`config.mk`:
```
export PLATFORM = sky130hd
export DESIGN_NAME = decodmorse_key
export DESIGN_NICKNAME = d
export VERILOG_FILES = /design/src/rtl/decodmorse_key.sv
export SDC_FILE = /design/constraint.sdc
export NUM_CORES = 1
export LEC_CHECK = 0
export ABC_AREA = 1
export CAP_MARGIN = 10
export CORE_UTILIZATION = 30
export DETAILED_ROUTE_END_ITERATION = 7
export REMOVE_ABC_BUFFERS = 1
export SLEW_MARGIN = 30
export SYNTH_ARGS = -nofsm -noshare
export SYNTH_HDL_FRONTEND = slang
export SYNTH_SLANG_ARGS = --single-unit
```
`constraint.sdc`:
```
create_clock -name clk -period 4.01 [get_ports clk]
set_input_delay 1.0025 -clock clk [delete_from_list [all_inputs] [get_ports clk]]
set_output_delay 1.0025 -clock clk [all_outputs]
set_load 0.05 [all_outputs]
```
`src/rtl/decodmorse_key.sv`:
```
// rtl/decodmorse_key.sv - Morse key decoder: debounced key timing to 6-bit symbol code
module decodmorse_key #(
    parameter int UNIT    = 50000,
    parameter int DEB     = 1000,
    parameter int DASH_U  = 2,
    parameter int GAP_U   = 3,
    parameter int STUCK_U = 16
) (
    input  logic       clk,
    input  logic       reset,
    input  logic       key,
    output logic [5:0] num,
    output logic [4:0] morse,
    output logic [4:0] display,
    output logic       ready,
    output logic       error,
    output logic       busy
);
    localparam int STUCK_N = STUCK_U * UNIT;
    localparam int CW      = $clog2(STUCK_N + 1);
    localparam int DW      = $clog2(DEB + 1);
    localparam logic [CW-1:0] DASH_LIM  = CW'(DASH_U * UNIT);
    localparam logic [CW-1:0] GAP_LIM   = CW'(GAP_U * UNIT);
    localparam logic [CW-1:0] STUCK_LIM = CW'(STUCK_N);
    localparam logic [DW-1:0] DEB_LAST  = DW'(DEB - 1);

    typedef enum logic [2:0] {IDLE, PRESS, GAP, EMIT, ERR} state_t;

    state_t        state;
    logic          s1, s2, kd, kd_q;
    logic [DW-1:0] deb_cnt;
    logic [CW-1:0] cnt;
    logic [2:0]    sym_cnt;
    logic [4:0]    morse_sr, disp_sr;
    logic          dec_ok;
    logic [5:0]    dec_num;
    logic          rise, fall;

    assign rise = kd & ~kd_q;
    assign fall = ~kd & kd_q;

    // Encoder table {display, morse} for code n; the decoder searches it.
    function automatic logic [9:0] enc(input logic [5:0] n);
        logic [7:0] lp;
        logic [4:0] d, m;
        lp = 8'd0;
        case (n)
            6'd0:  lp = {3'd5, 5'b00000};
            6'd1:  lp = {3'd5, 5'b10000};
            6'd2:  lp = {3'd5, 5'b11000};
            6'd3:  lp = {3'd5, 5'b11100};
            6'd4:  lp = {3'd5, 5'b11110};
            6'd5:  lp = {3'd5, 5'b11111};
            6'd6:  lp = {3'd5, 5'b01111};
            6'd7:  lp = {3'd5, 5'b00111};
            6'd8:  lp = {3'd5, 5'b00011};
            6'd9:  lp = {3'd5, 5'b00001};
            6'd10: lp = {3'd2, 5'b00010};
            6'd11: lp = {3'd4, 5'b00111};
            6'd12: lp = {3'd4, 5'b00101};
            6'd13: lp = {3'd3, 5'b00011};
            6'd14: lp = {3'd1, 5'b00001};
            6'd15: lp = {3'd4, 5'b01101};
            6'd16: lp = {3'd3, 5'b00001};
            6'd17: lp = {3'd4, 5'b01111};
            6'd18: lp = {3'd2, 5'b00011};
            6'd19: lp = {3'd4, 5'b01000};
            6'd20: lp = {3'd3, 5'b00010};
            6'd21: lp = {3'd4, 5'b01011};
            6'd22: lp = {3'd2, 5'b00000};
            6'd23: lp = {3'd2, 5'b00001};
            6'd24: lp = {3'd3, 5'b00000};
            6'd25: lp = {3'd4, 5'b01001};
            6'd26: lp = {3'd4, 5'b00010};
            6'd27: lp = {3'd3, 5'b00101};
            6'd28: lp = {3'd3, 5'b00111};
            6'd29: lp = {3'd1, 5'b00000};
            6'd30: lp = {3'd3, 5'b00110};
            6'd31: lp = {3'd4, 5'b01110};
            6'd32: lp = {3'd3, 5'b00100};
            6'd33: lp = {3'd4, 5'b00110};
            6'd34: lp = {3'd4, 5'b00100};
            6'd35: lp = {3'd4, 5'b00011};
            default: lp = 8'd0;
        endcase
        d = 5'b11111 << (3'd5 - lp[7:5]);
        m = lp[4:0] << (3'd5 - lp[7:5]);
        return {d, m};
    endfunction

    always_comb begin
        dec_ok  = 1'b0;
        dec_num = 6'd0;
        for (int i = 0; i < 36; i++) begin
            if (enc(6'(i)) == {disp_sr, morse_sr}) begin
                dec_ok  = 1'b1;
                dec_num = 6'(i);
            end
        end
    end

    always_ff @(posedge clk) begin
        if (!reset) begin
            s1      <= 1'b0;
            s2      <= 1'b0;
            kd      <= 1'b0;
            kd_q    <= 1'b0;
            deb_cnt <= '0;
            cnt     <= '0;
        end else begin
            s1   <= key;
            s2   <= s1;
            kd_q <= kd;
            if (s2 == kd) begin
                deb_cnt <= '0;
            end else if (deb_cnt == DEB_LAST) begin
                kd      <= s2;
                deb_cnt <= '0;
            end else begin
                deb_cnt <= deb_cnt + 1'b1;
            end
            if (kd != kd_q)
                cnt <= '0;
            else if (cnt != STUCK_LIM)
                cnt <= cnt + 1'b1;
        end
    end

    always_ff @(posedge clk) begin
        if (!reset) begin
            state    <= IDLE;
            num      <= 6'd0;
            morse    <= 5'd0;
            display  <= 5'd0;
            ready    <= 1'b0;
            error    <= 1'b0;
            busy     <= 1'b0;
            sym_cnt  <= 3'd0;
            morse_sr <= 5'd0;
            disp_sr  <= 5'd0;
        end else begin
            ready <= 1'b0;
            error <= 1'b0;
            case (state)
                IDLE: if (kd) begin
                    state    <= PRESS;
                    busy     <= 1'b1;
                    sym_cnt  <= 3'd0;
                    morse_sr <= 5'd0;
                    disp_sr  <= 5'd0;
                end
                PRESS: if (fall) begin
                    if (sym_cnt == 3'd5) begin
                        state <= ERR;
                        error <= 1'b1;
                    end else begin
                        morse_sr[3'd4 - sym_cnt] <= (cnt < DASH_LIM);
                        disp_sr[3'd4 - sym_cnt]  <= 1'b1;
                        sym_cnt <= sym_cnt + 3'd1;
                        state   <= GAP;
                    end
                end else if (cnt == STUCK_LIM) begin
                    state <= ERR;
                    error <= 1'b1;
                end
                // End of character takes priority over a simultaneous new press.
                GAP: if (cnt >= GAP_LIM)
                    state <= EMIT;
                else if (rise)
                    state <= PRESS;
                EMIT: begin
                    if (dec_ok) begin
                        num     <= dec_num;
                        morse   <= morse_sr;
                        display <= disp_sr;
                        ready   <= 1'b1;
                    end else begin
                        error <= 1'b1;
                    end
                    state <= IDLE;
                    busy  <= 1'b0;
                end
                ERR: if (!kd) begin
                    state <= IDLE;
                    busy  <= 1'b0;
                end
                default: state <= IDLE;
            endcase
        end
    end
endmodule
```
==> results.cfg <==
[synth]
syn_avg_cell_area_um2 = 6.93
synth_cell_types = 41
yosysMostFrequentCell = inv_1
synthAdderAreaFrac_pct = 2.79
yosys_most_used_dff = dfxtp_1
ys_warn_count = 0
syn-cell-area_um2 = 3580
ys_async_sr_fraction_pct = 0
synthTopCellsByCount = inv_1, nor2_1, dfxtp_1, nand2_1, a21oi_1
yosysTopAreaCell = dfxtp_1
synth_top_family_by_area = simple AND/OR/NAND/NOR gates
ys_ff_latch = 69
synthTopCellsByArea = dfxtp_1, inv_1, nor2_1
synth_compound_area_share_pct = 16.2
synth.top_cell.area_share_pct = 38.5
syn_inst = 517
synth-edff-count = 0
synthMuxAreaShare_pct = 0
synth_xor_area_share_pct = 0.978
synthSimpleGateAreaFrac_pct = 31.0
ys_seq_area_share_pct = 38.5

[power_and_ir_drop]
vdd_drop_max_uv = 200
total_leakage_power_nw = 1.61
p_comb_share_pct = 4.4
power.density_nw_per_um2 = 359
switching_share_pct = 21.8
internal-power_mw = 1.18
power_frac_seq_pct = 46.5
power.switching_uw = 330
clockPowerShare_pct = 49.1
finalPower_mw = 1.51

[sta]
worst_slack_ns = 1.35
fin_crit_sh_pct = 66.3
layout_min_cycle_time_ns = 2.66
tightest_slew_ns = 0.666
setup_viol = 0
slew_headroom_pct = 55.5
drv_slew = 0
hold_viol = 0
fin_skew_ns = 0.00323
tns_ns = 0
rsz0062_at_grt = no
fmax_mhz = 376

[route]
ant_nets = 0
drcViolationCount = 2
num_vias = 3353
drt_first_pass_iters = 7
avgViaCountPerCell = 4.87
initialDrtViolationCount = 178
totalWireLength_mm = 8.19
wl_per_cell_um = 11.9

[clock_network]
cts_inserted_buffers = 9
post_cts.repair.setup_buffers = 0
h-tree-depth = 3
ctsHoldBuffers = 0
post_cts_resized = 0
clock_path_buffers = 2
numClockSinks = 69
insertion_delay_ns = 0.33
clk_pin_slew_ns = 0.05
clockRootBuffer = clkbuf_16
cts_tree = done

[layout]
seqCellArea_um2 = 1380
area_growth_pct = 17.4
stdcell_area_um2 = 4210
fin_util_pct = 36.5
nets = 552
drive_gt1_share_pct = 8.26
multi_input_area_um2 = 1830
fillers = 1208
antenna_cells = 0

[worst_setup_path]
cp-end-kind = flop
cp_slowest_cell = clkdlybuf4s50_1
reg2reg_from = disp_sr[3]
crit_path_max_incr_delay_ns = 0.90
critPathLaunchType = input port
required_ns = 4.27
worstSetupPathType = in -> reg
reg2reg_slack_ns = 1.43
r2r-end = num[3]
crit_chain = clkdlybuf4s50_1 -> nand2_1 -> inv_1 -> o21ai_0 -> a21oi_1
critical_path_peak_fanout = 20
arrival_ns = 2.92
worstRegToRegCells = 12

[floorplan]
std_cell_rows = 39
fp.dieArea_um2 = 12400
coreArea_um2 = 11500
pin_count = 22
initial_core_util_pct = 31.1
die_h_um = 111
die_width_um = 111

[min_path]
min_path_cells = 2
holdPathEnd = s2
worstHoldPathType = reg -> reg
min_from = s1

[flow_run]
max_cap_viol_count = 0

[status]
status = finished with violations
violations = DRC

[global_route]
antenna_found_initial = 0
grtUsageMet3_pct = 3.17
grt_util_met1_pct = 16.0
grt_max_degree = 27
grt.met2_usage_pct = 25.2
overflow = 0
grt_pass1_wl_mm = 14.3
busiest_layer = met2
grt_pass1_vias = 3202
gr-usage-all-layers_pct = 14.1

[placed_design]
dp_hpwl_mm = 6.22
dpl_worst_slack_ns = 0.978
io_buffers = 21
place.gp.congestion = 0.886
dpl-instance-area_um2 = 3930
==> through the flow <==
step | cells | hold slack (ns)
after floorplan | 508 | 0.390
after global placement | 673 | 0.406
after detailed placement | 673 | 0.406
after CTS | 688 | 0.428
after global routing | 688 | 0.439
final | 688 | 0.423
==> power groups by stage <==
stage / Clock [mW] / Sequential [mW] / Combinational, mW
5_1_grt: 0.795 / 0.703 / 0.0773
2_1_floorplan: 0 / 0.715 / 0.0490
6_report: 0.742 / 0.702 / 0.0671
4_1_cts: 0.761 / 0.702 / 0.0673
3_3_place_gp: 0 / 0.716 / 0.0651
3_5_place_dp: 0 / 0.717 / 0.0668
==> per-layer routing <==
| metal | share of wire [%] | up-vias | wire length, um |
|---|---|---|---|
| met5 | 0 | - | 0 |
| met4 | 2.1 | 0 | 175 |
| li1 | - | 1770 | - |
| met2 | 49 | 65 | 4010 |
| met1 | 46 | 1499 | 3750 |
| met3 | 3.1 | 19 | 252 |
==> final cells by class <==
type                       instances  area share (%)
tap                              143            4.25
multi-input combinational        353            43.4
clock inverter                     1           0.119
timing repair buffer              22            5.17
clock buffer                      14            6.51
sequential                        69            32.8
inverter                          86            7.73
==> kinds of logic after synthesis <==
logic type	after synthesis
and+or+nand+nor	236
AOI/OAI and AO/OA	105
buffers and inverters	95
DFF	69
adders and majority gates	8
xor gates and xnor gates	4
==> critical path, delay by kind of cell <==
kind / cells / cell delay [ns]
buffers and inverters: 2 / 1.23
AND/OR/NAND/NOR: 1 / 0.39
AO/OA/AOI/OAI: 2 / 0.29
==> worst max path at each step <==
stage | start | end | slack [ns] | depth (start not counted)
finish | reset | cnt[5] | 1.35 | 5
global route | reset | cnt[5] | 1.14 | 5
CTS | reset | cnt[5] | 1.31 | 5
detailed placement | reset | cnt[3] | 0.98 | 5
global placement | reset | cnt[14] | 1.04 | 5
floorplan | kd | morse_sr[0] | 1.64 | 11
==> sequential cells by signal, summed over array words and instances, names as in the netlist, 3 cells and up <==
signal	cells
disp_sr	5
morse	5
display	5
deb_cnt	10
num	6
sym_cnt	3
cnt	20
state	3
morse_sr	5
==> cells in the final DEF (no fill, tap or decap), types with 6 or more instances in the layout <==
| master | n |
|---|---|
| inv_1 | 74 |
| nor2_1 | 72 |
| dfxtp_1 | 69 |
| nand2_1 | 63 |
| a21oi_1 | 49 |
| o21ai_0 | 32 |
| nand3_1 | 31 |
| nor3_1 | 24 |
| clkdlybuf4s50_1 | 21 |
| nand4_1 | 13 |
| inv_2 | 10 |
| nor4_1 | 9 |
| clkbuf_16 | 9 |
| ha_1 | 8 |
| a211oi_1 | 6 |
Power figures use the tool's default switching activity.
